### config.mk
export PLATFORM = sky130hd
export DESIGN_NAME = msrv32_wb_stage_flat
export DESIGN_NICKNAME = d
export VERILOG_FILES = /design/src/rtl/msrv32_wb_pkg.sv /design/src/rtl/msrv32_wb_stage_if.sv /design/src/rtl/msrv32_load_align.sv /design/src/rtl/msrv32_wb_stage.sv /design/src/flat_wrapper.sv
export SDC_FILE = /design/constraint.sdc
export NUM_CORES = 1
export LEC_CHECK = 0
export BUFFER_PORTS_ARGS = -buffer_cell sky130_fd_sc_hd__buf_2
export CAP_MARGIN = 20
export CELL_PAD_IN_SITES_DETAIL_PLACEMENT = 0
export CELL_PAD_IN_SITES_GLOBAL_PLACEMENT = 1
export CORE_UTILIZATION = 35
export DETAILED_ROUTE_END_ITERATION = 10
export PLACE_DENSITY = 0.8
export SETUP_SLACK_MARGIN = 0.5
export SLEW_MARGIN = 0
export SYNTH_ARGS = -nofsm -noshare
export SYNTH_HDL_FRONTEND = slang
export SYNTH_SLANG_ARGS = --single-unit
### constraint.sdc
create_clock -name clock -period 3.1 [get_ports clock]
set_clock_uncertainty 0.1 [all_clocks]
set_input_delay 0 -clock clock [delete_from_list [all_inputs] [get_ports clock]]
set_output_delay 0 -clock clock [all_outputs]
set_load 0.02 [all_outputs]
### src/rtl/msrv32_wb_pkg.sv
// Shared encodings for the msrv32 write-back stage: source select, load size, FSM states.
package msrv32_wb_pkg;

  localparam int XLEN = 32;

  typedef enum logic [2:0] {
    WB_SEL_ALU  = 3'd0,
    WB_SEL_LOAD = 3'd1,
    WB_SEL_CSR  = 3'd2,
    WB_SEL_PC4  = 3'd3,
    WB_SEL_IMM  = 3'd4
  } wb_sel_e;

  typedef enum logic [1:0] {
    LOAD_BYTE = 2'd0,
    LOAD_HALF = 2'd1,
    LOAD_WORD = 2'd2,
    LOAD_RSVD = 2'd3
  } load_size_e;

  typedef enum logic {
    ST_RUN      = 1'b0,
    ST_WAIT_MEM = 1'b1
  } wb_state_e;

endpackage

### src/rtl/msrv32_wb_stage_if.sv
// Bundle/memory/register-file signals of the write-back stage; master drives stage inputs.
interface msrv32_wb_stage_if;
  import msrv32_wb_pkg::*;

  logic            valid_in;
  logic [4:0]      rd_addr_in;
  logic            rf_wr_en_in;
  logic [2:0]      wb_sel_in;
  logic [XLEN-1:0] alu_result_in;
  logic [XLEN-1:0] csr_data_in;
  logic [XLEN-1:0] pc_plus4_in;
  logic [XLEN-1:0] imm_in;
  logic [1:0]      load_size_in;
  logic            load_unsigned_in;
  logic [XLEN-1:0] dmem_rdata_in;
  logic            dmem_valid_in;
  logic [4:0]      rd_addr_out;
  logic            wr_en_out;
  logic [XLEN-1:0] rd_out;
  logic            stall_out;
  logic            load_fault_out;

  modport master (
    output valid_in, rd_addr_in, rf_wr_en_in, wb_sel_in, alu_result_in, csr_data_in,
           pc_plus4_in, imm_in, load_size_in, load_unsigned_in, dmem_rdata_in, dmem_valid_in,
    input  rd_addr_out, wr_en_out, rd_out, stall_out, load_fault_out
  );

  modport slave (
    input  valid_in, rd_addr_in, rf_wr_en_in, wb_sel_in, alu_result_in, csr_data_in,
           pc_plus4_in, imm_in, load_size_in, load_unsigned_in, dmem_rdata_in, dmem_valid_in,
    output rd_addr_out, wr_en_out, rd_out, stall_out, load_fault_out
  );

endinterface

### src/rtl/msrv32_load_align.sv
// Combinational load lane select with sign/zero extension; reserved size behaves as word.
module msrv32_load_align
  import msrv32_wb_pkg::*;
(
  input  logic [XLEN-1:0] rdata,
  input  logic [1:0]      addr,
  input  logic [1:0]      size,
  input  logic            load_unsigned,
  output logic [XLEN-1:0] data
);

  logic [7:0]  byte_lane;
  logic [15:0] half_lane;

  always_comb begin
    byte_lane = rdata[7:0];
    case (addr)
      2'd1:    byte_lane = rdata[15:8];
      2'd2:    byte_lane = rdata[23:16];
      2'd3:    byte_lane = rdata[31:24];
      default: byte_lane = rdata[7:0];
    endcase
    // addr[0] is ignored for halves; misaligned halves never reach this stage
    half_lane = addr[1] ? rdata[31:16] : rdata[15:0];
    case (load_size_e'(size))
      LOAD_BYTE: data = {{24{~load_unsigned & byte_lane[7]}}, byte_lane};
      LOAD_HALF: data = {{16{~load_unsigned & half_lane[15]}}, half_lane};
      default:   data = rdata;
    endcase
  end

endmodule

### src/rtl/msrv32_wb_stage.sv
// msrv32 write-back stage: registers the stage-2 bundle, waits for load data, drives the register file.
// Optional load timeout is enabled with the WB_LOAD_TIMEOUT_EN macro.
module msrv32_wb_stage
  import msrv32_wb_pkg::*;
#(
  parameter int unsigned TIMEOUT_CYCLES = 16
) (
  input  logic            clock,
  input  logic            reset_n_in,
  msrv32_wb_stage_if.slave bus
);

  if (TIMEOUT_CYCLES < 2) begin : g_bad_timeout
    $error("TIMEOUT_CYCLES must be at least 2");
  end

  wb_state_e       state, next_state;
  logic            stall, write_ready, timeout_hit;
  logic            reg_valid, reg_rf_wr_en, reg_load_unsigned;
  logic [4:0]      reg_rd_addr;
  logic [2:0]      reg_wb_sel;
  logic [1:0]      reg_load_size;
  logic [XLEN-1:0] reg_alu, reg_csr, reg_pc4, reg_imm, load_data;

  assign stall       = (state == ST_WAIT_MEM) & ~bus.dmem_valid_in;
  assign write_ready = (state == ST_RUN) | bus.dmem_valid_in;

  always_ff @(posedge clock or negedge reset_n_in) begin
    if (!reset_n_in) state <= ST_RUN;
    else             state <= next_state;
  end

  always_comb begin
    next_state = state;
    if (timeout_hit)
      next_state = ST_RUN;
    else if (!stall)
      next_state = (bus.valid_in && bus.wb_sel_in == WB_SEL_LOAD) ? ST_WAIT_MEM : ST_RUN;
  end

  // A timed-out load is turned into a bubble so it can never write afterwards
  always_ff @(posedge clock or negedge reset_n_in) begin
    if (!reset_n_in) begin
      reg_valid         <= 1'b0;
      reg_rf_wr_en      <= 1'b0;
      reg_rd_addr       <= '0;
      reg_wb_sel        <= '0;
      reg_alu           <= '0;
      reg_csr           <= '0;
      reg_pc4           <= '0;
      reg_imm           <= '0;
      reg_load_size     <= '0;
      reg_load_unsigned <= 1'b0;
    end else if (timeout_hit) begin
      reg_valid <= 1'b0;
    end else if (!stall) begin
      reg_valid         <= bus.valid_in;
      reg_rf_wr_en      <= bus.rf_wr_en_in;
      reg_rd_addr       <= bus.rd_addr_in;
      reg_wb_sel        <= bus.wb_sel_in;
      reg_alu           <= bus.alu_result_in;
      reg_csr           <= bus.csr_data_in;
      reg_pc4           <= bus.pc_plus4_in;
      reg_imm           <= bus.imm_in;
      reg_load_size     <= bus.load_size_in;
      reg_load_unsigned <= bus.load_unsigned_in;
    end
  end

  msrv32_load_align u_align (
    .rdata        (bus.dmem_rdata_in),
    .addr         (reg_alu[1:0]),
    .size         (reg_load_size),
    .load_unsigned(reg_load_unsigned),
    .data         (load_data)
  );

  always_comb begin
    case (reg_wb_sel)
      WB_SEL_ALU:  bus.rd_out = reg_alu;
      WB_SEL_LOAD: bus.rd_out = load_data;
      WB_SEL_CSR:  bus.rd_out = reg_csr;
      WB_SEL_PC4:  bus.rd_out = reg_pc4;
      WB_SEL_IMM:  bus.rd_out = reg_imm;
      default:     bus.rd_out = '0;
    endcase
  end

  // x0 is gated here because the register file forwards rd on any address match
  assign bus.rd_addr_out = reg_rd_addr;
  assign bus.wr_en_out   = reg_valid & reg_rf_wr_en & (reg_rd_addr != 5'd0) & write_ready;
  assign bus.stall_out   = stall;

`ifdef WB_LOAD_TIMEOUT_EN
  localparam int unsigned CNT_W = $clog2(TIMEOUT_CYCLES);

  logic [CNT_W-1:0] wait_cnt;
  logic             fault_q;

  assign timeout_hit = stall && (wait_cnt == CNT_W'(TIMEOUT_CYCLES - 1));

  always_ff @(posedge clock or negedge reset_n_in) begin
    if (!reset_n_in) begin
      wait_cnt <= '0;
      fault_q  <= 1'b0;
    end else begin
      fault_q <= timeout_hit;
      if (!stall && next_state == ST_WAIT_MEM) wait_cnt <= '0;
      else if (stall)                          wait_cnt <= wait_cnt + 1'b1;
    end
  end

  assign bus.load_fault_out = fault_q;
`else
  assign timeout_hit        = 1'b0;
  assign bus.load_fault_out = 1'b0;
`endif

endmodule
### src/flat_wrapper.sv
// flat-port wrapper written by rule: the top's interface ports become plain ports
module msrv32_wb_stage_flat import msrv32_wb_pkg::*;
#(
  parameter int unsigned TIMEOUT_CYCLES = 16
)
  (clock, reset_n_in, bus_valid_in, bus_rd_addr_in, bus_rf_wr_en_in, bus_wb_sel_in, bus_alu_result_in, bus_csr_data_in, bus_pc_plus4_in, bus_imm_in, bus_load_size_in, bus_load_unsigned_in, bus_dmem_rdata_in, bus_dmem_valid_in, bus_rd_addr_out, bus_wr_en_out, bus_rd_out, bus_stall_out, bus_load_fault_out);
  msrv32_wb_stage_if bus_i ();
  input  logic clock;
  input  logic reset_n_in;
  input wire logic [$bits(bus_i.valid_in)-1:0] bus_valid_in;
  input wire logic [$bits(bus_i.rd_addr_in)-1:0] bus_rd_addr_in;
  input wire logic [$bits(bus_i.rf_wr_en_in)-1:0] bus_rf_wr_en_in;
  input wire logic [$bits(bus_i.wb_sel_in)-1:0] bus_wb_sel_in;
  input wire logic [$bits(bus_i.alu_result_in)-1:0] bus_alu_result_in;
  input wire logic [$bits(bus_i.csr_data_in)-1:0] bus_csr_data_in;
  input wire logic [$bits(bus_i.pc_plus4_in)-1:0] bus_pc_plus4_in;
  input wire logic [$bits(bus_i.imm_in)-1:0] bus_imm_in;
  input wire logic [$bits(bus_i.load_size_in)-1:0] bus_load_size_in;
  input wire logic [$bits(bus_i.load_unsigned_in)-1:0] bus_load_unsigned_in;
  input wire logic [$bits(bus_i.dmem_rdata_in)-1:0] bus_dmem_rdata_in;
  input wire logic [$bits(bus_i.dmem_valid_in)-1:0] bus_dmem_valid_in;
  output wire logic [$bits(bus_i.rd_addr_out)-1:0] bus_rd_addr_out;
  output wire logic [$bits(bus_i.wr_en_out)-1:0] bus_wr_en_out;
  output wire logic [$bits(bus_i.rd_out)-1:0] bus_rd_out;
  output wire logic [$bits(bus_i.stall_out)-1:0] bus_stall_out;
  output wire logic [$bits(bus_i.load_fault_out)-1:0] bus_load_fault_out;
  assign bus_i.valid_in = bus_valid_in;
  assign bus_i.rd_addr_in = bus_rd_addr_in;
  assign bus_i.rf_wr_en_in = bus_rf_wr_en_in;
  assign bus_i.wb_sel_in = bus_wb_sel_in;
  assign bus_i.alu_result_in = bus_alu_result_in;
  assign bus_i.csr_data_in = bus_csr_data_in;
  assign bus_i.pc_plus4_in = bus_pc_plus4_in;
  assign bus_i.imm_in = bus_imm_in;
  assign bus_i.load_size_in = bus_load_size_in;
  assign bus_i.load_unsigned_in = bus_load_unsigned_in;
  assign bus_i.dmem_rdata_in = bus_dmem_rdata_in;
  assign bus_i.dmem_valid_in = bus_dmem_valid_in;
  assign bus_rd_addr_out = bus_i.rd_addr_out;
  assign bus_wr_en_out = bus_i.wr_en_out;
  assign bus_rd_out = bus_i.rd_out;
  assign bus_stall_out = bus_i.stall_out;
  assign bus_load_fault_out = bus_i.load_fault_out;
  msrv32_wb_stage #(.TIMEOUT_CYCLES(TIMEOUT_CYCLES)) u_core (.clock(clock), .reset_n_in(reset_n_in), .bus(bus_i));
endmodule
After elaboration in Yosys (flattened, before gate mapping)
Index checks and enable logic that the tools add are counted.

Bits in registers: 142. Input port bits: 176. Output and inout port bits: 40. Logic and storage cells: 39.

Equal/unequal tests: 9. Muxes and demuxes: 5. Bitwise operators: 10. Reduce and logical (&&, ||, !) cells: 4.

Operator list (number): $pmux W32 S5 (1); $pmux W32 S2 (1); $pmux W8 S3 (1); $mux W16 (1); $and A1 B1 Y1 (6); $eq A3 B1 Y1 const B (2); $eq A3 B2 Y1 const B (2); $reduce_bool A5 Y1 (1); $eq A2 B1 Y1 const B (2); $eq A2 B2 Y1 const B (2); $eq A3 B3 Y1 const B (1); $logic_not A3 Y1 (1); $not A1 Y1 (3); $logic_not A2 Y1 (1); $logic_and A1 B1 Y1 (1); $mux W1 (1); $or A1 B1 Y1 (1).

Logic depth before layout (Yosys ltp)
Depth in word-level cells: 5. Depth in mapped cells: 7. Depth with buffers taken out: 4.

By module
A second synthesis with hierarchy kept.

Cell total of the unflattened synthesis: 897. Area total of the unflattened synthesis: 7751.2 sq um.

Modules (own cells, without submodules): msrv32_wb_stage (instances 1, cells an instance 764, area each 6767.7 sq um, sequential area each 3553.4 sq um); msrv32_load_align (instances 1, cells an instance 133, area each 983.4 sq um, sequential area each 0.0 sq um).

Worst setup path after synthesis
OpenSTA, ideal clock, no wires.

Kind: flip-flop to output port. Start point: register u_core.reg_wb_sel[0]. End point: output port bus_rd_out[16]. Arrival time: 1.812 ns. Required time: 3.000 ns. Slack: 1.188 ns. Cell stages (with the launch flop): 8. Buffers on the path: 3. Cell sequence: dfrtp_1 buf_4 or3b_1 buf_6 a2111oi_4 o211ai_4 buf_6 o211ai_1.

Word-level cells in the longest chain between the ends: 2. Elaborated cells between the ends (all ways): 6. Classes of those cells: 4 x eq/ne; 1 x mux; 1 x reduce/logical.

RTL lines: from (decl) (line msrv32_wb_stage.sv:21) `logic [2:0] reg_wb_sel;`; from (signal assigned) (line msrv32_wb_stage.sv:60) `reg_wb_sel <= bus.wb_sel_in;`; $eq A3 B3 Y1, or another cell as far along (line msrv32_wb_stage.sv:79) `case (reg_wb_sel)`; $pmux W32 S5 (*) (line msrv32_wb_stage.sv:79); to (decl) (line flat_wrapper.sv:24) `output wire logic [$bits(bus_i.rd_out)-1:0] bus_rd_out;`.

Every way passes the cells marked *; elsewhere a longest branch is shown, timed or not.

Worst setup path in the final report
Start point: register u_core.reg_alu[0]. End point: output port bus_rd_out[8].

Word-level cells in the longest chain between the ends: 5. Elaborated cells between the ends (all ways): 7. Classes of those cells: 3 x eq/ne; 3 x mux; 1 x bitwise.

RTL lines: from (decl) (line msrv32_wb_stage.sv:23) `logic [XLEN-1:0] reg_alu, reg_csr, reg_pc4, reg_imm, load_data;`; from (signal assigned) (line msrv32_wb_stage.sv:61) `reg_alu <= bus.alu_result_in;`; $eq A2 B2 Y1 or $eq A2 B1 Y1 (tied branches) (line msrv32_load_align.sv:17) `case (addr)`; $pmux W8 S3 (*) (line msrv32_load_align.sv:17); $and A1 B1 Y1 (*) (line msrv32_load_align.sv:26) `LOAD_BYTE: data = {{24{~load_unsigned & byte_lane[7]}}, byte_lane};`; $pmux W32 S2 (*) (line msrv32_load_align.sv:25) `case (load_size_e'(size))`; $pmux W32 S5 (*) (line msrv32_wb_stage.sv:79).

Marked as above.

==> run metrics <==
most frequent cells in the layout nand2_1 (429), buf_2 (213), dlygate4sd3_1 (143), dfrtp_1 (137), a22oi_1 (43); Die H 144.8 µm; worst setup path startpoint u_core.reg_alu[0]; most common cell after layout, fill and taps aside nand2_1; via count of the first global-routing pass 7,041; Ys Warns 0; crit path launch type flop; unrepaired setup endpoints after global routing no; clock root cell clkbuf_16; Synth Instances 844; Lkg Pwr 0.005363 µW; number of synthesized register bits 142; post-DP HPWL 17,020 µm; Routed wire per std cell 17.21 µm; sequential fraction of the synthesis area 0.4981; Slowest-stage cell, CP dfrtp_1; htree depth 4; Die Width 144.8 µm; Pre-Repair DR Iteration Count 4; Setup CP Type flop to output port; drt total wl 25,150 µm; drt via density 4.905; global-route wire length before repair 37,890 µm; Final Max Tran Viols 0; antenna violations before repair 7; top cell type's share of synthesized area 0.4981; # DRC 0; Final period util 0.8036; mapped cell area 0.007134 mm²; Power Density 491.1 mW/mm²; drt first-iter violations 342; Tmin final 2.491 ns; Port Buf Inserts 214; critical path cell sequence mux4_2 -> a21oi_4 -> a221o_1 -> o221ai_1 -> buf_2; I/O Pins 216; Syn Area/Cell 8.453 µm²; register area 0.003560 mm²; Cell variety after synth 38; CP endpoint kind output port; vias post-DR 7,166; die area 0.02096 mm²; Arr. time, crit path 2.39 ns; layout filler cell count 1,869; CTS buffer count 17; Critical R2R Launch u_core.state; top post-synthesis cells by area dfrtp_1 (50%), nand2_1 (23%), a22oi_1 (4.5%); pin count of the biggest net entering global routing 77; area growth from synthesis to layout 48.23%; post-route design area 0.01058 mm²; Layout Nets 1,355; num rows 51; Initial Utilization 0.3618; CORE AREA 0.01972 mm²; CP max stage delay 0.63 ns; final hold violations 0; Slew @ Worst Pin 0.6995 ns; HP Class primary input to async pin; clk sinks 142; GP Congestion 0.8561; final setup fails 0; CTS tree yes; share of post-route cells with drive strength above 1 0.2592; clock slew seen by the registers of the worst setup and hold paths 0.06 ns; Hold WS 0.04052 ns; Bufs on Longest Clock Path 2; DP Area 0.008412 mm²; TNS Setup 0 ns; clk_lat worst skew 0.42 ns; grt total ovfl 0; GRT Overall Usage 0.2479; area of the multi-input gates 0.003331 mm²; maxcap violations 0; post-route antenna net violation count 0; syn_nets 1,020; FMAX 401.4 MHz; status completed; maximum vdd drop 0.0003865 V; Worst Path Required 3.00 ns; Max FO, Critical Path 11; Slew headroom 0.5337; biggest area consumer among synthesized cells dfrtp_1
[per-layer routing]
| layer | share of wire | global-route usage | vias to the layer above |
|---|---|---|---|
| met2 | 0.47 | 0.3950 | 238 |
| met3 | 0.062 | 0.06252 | 54 |
| li1 | - | - | 3482 |
| met1 | 0.43 | 0.3134 | 3386 |
| met5 | 0.0014 | 0 | - |
| met4 | 0.034 | 0.1202 | 6 |
[cell families after synthesis]
group	Yosys count	share of synthesized area
AO/OA/AOI/OAI	113	0.1270
other	1	0.0005256
multiplexers	49	0.07839
flip-flops	142	0.4981
AND/OR/NAND/NOR	465	0.2525
buffers and inverters	74	0.04349
[path summary, 6_finish.rpt]
path                                 endpoint  slack, ns  depth (start not counted)
setup / recovery                bus_rd_out[8]       0.61                          5
hold / removal             u_core.reg_pc4[20]       0.04                          2
setup reg to reg           u_core.reg_csr[19]       1.16                          5
hold reg to reg            u_core.reg_csr[28]       0.36                          2
max in group asynchronous   u_core.reg_pc4[5]       2.08                          3
min in group clock         u_core.reg_csr[13]       0.20                          4
[per-stage QoR]
step,cells,setup WS [ns],util,power (µW)
floorplan,844,1.188,-,2568
global placement,1274,0.7543,0.4266,2939
detailed placement,1274,0.7169,0.4266,2948
CTS,1453,0.4710,0.5337,5235
global route,1459,0.5171,0.5361,5424
finish,1461,0.6088,0.5363,5194
[worst max-delay path: cells and delay by family (launching register included)]
family	cells	cell delay, ns
AO/OA/AOI/OAI	3	0.70
flip-flops	1	0.63
multiplexers	1	0.42
buffers and inverters	1	0.20
[repair_timing]
action | 4_1_cts | 5_1_grt
setup buffers | 3 | 4
gates resized for setup | 9 | 4
hold buffers | 143 | 0
gates cloned | 1 | 0
pin swaps | 2 | 0
hold endpoints to repair | 244 | 0
endpoints found under the setup margin | 30 | 32
[area by class of cell]
type,instances,share of cell area
Sequential cell,142,0.3366
Clock buffer,23,0.04520
Inverter,13,0.004851
Multi-Input combinational cell,629,0.3150
Tap cell,265,0.03135
Timing Repair Buffer,376,0.2534
Clock inverter,9,0.01266
Antenna cell,4,0.0009465
[cell usage after synthesis (all sizes together)]
| master | instances |
|---|---|
| or3b | 1 |
| nor2 | 15 |
| a2111o | 2 |
| or2 | 1 |
| a2111oi | 5 |
| o22ai | 7 |
| nor3b | 1 |
| nor2b | 4 |
| mux4 | 3 |
| o21ai | 4 |
| buf | 20 |
| o211ai | 18 |
| a221o | 10 |
| nand3 | 1 |
| clkinv | 1 |
| mux2i | 21 |
| o22a | 1 |
| inv | 12 |
| a211o | 4 |
| and2 | 2 |
| clkbuf | 41 |
| conb | 1 |
| o221ai | 10 |
| nand2 | 429 |
| o32a | 1 |
| mux2 | 25 |
| or4bb | 1 |
| a21oi | 8 |
| nor3 | 7 |
| a22oi | 43 |
| nand2b | 3 |
| dfrtp | 142 |
[registers in the layout, indices dropped and copies added, names as in the netlist]
name and count:
u_core.reg_wb_sel 3, u_core.reg_alu 32, u_core.reg_load_size 2, u_core.reg_imm 32, u_core.state 1, u_core.reg_csr 32
u_core.reg_load_unsigned 1, u_core.reg_pc4 32, u_core.reg_rf_wr_en 1, u_core.bus.rd_addr_out 5, u_core.reg_valid 1
[power breakdown]
part,internal [µW],switching [µW]
clock,1330,787
combinational,456,533
sequential,1990,98.2
Note: power is estimated with default switching activity, not from simulation.
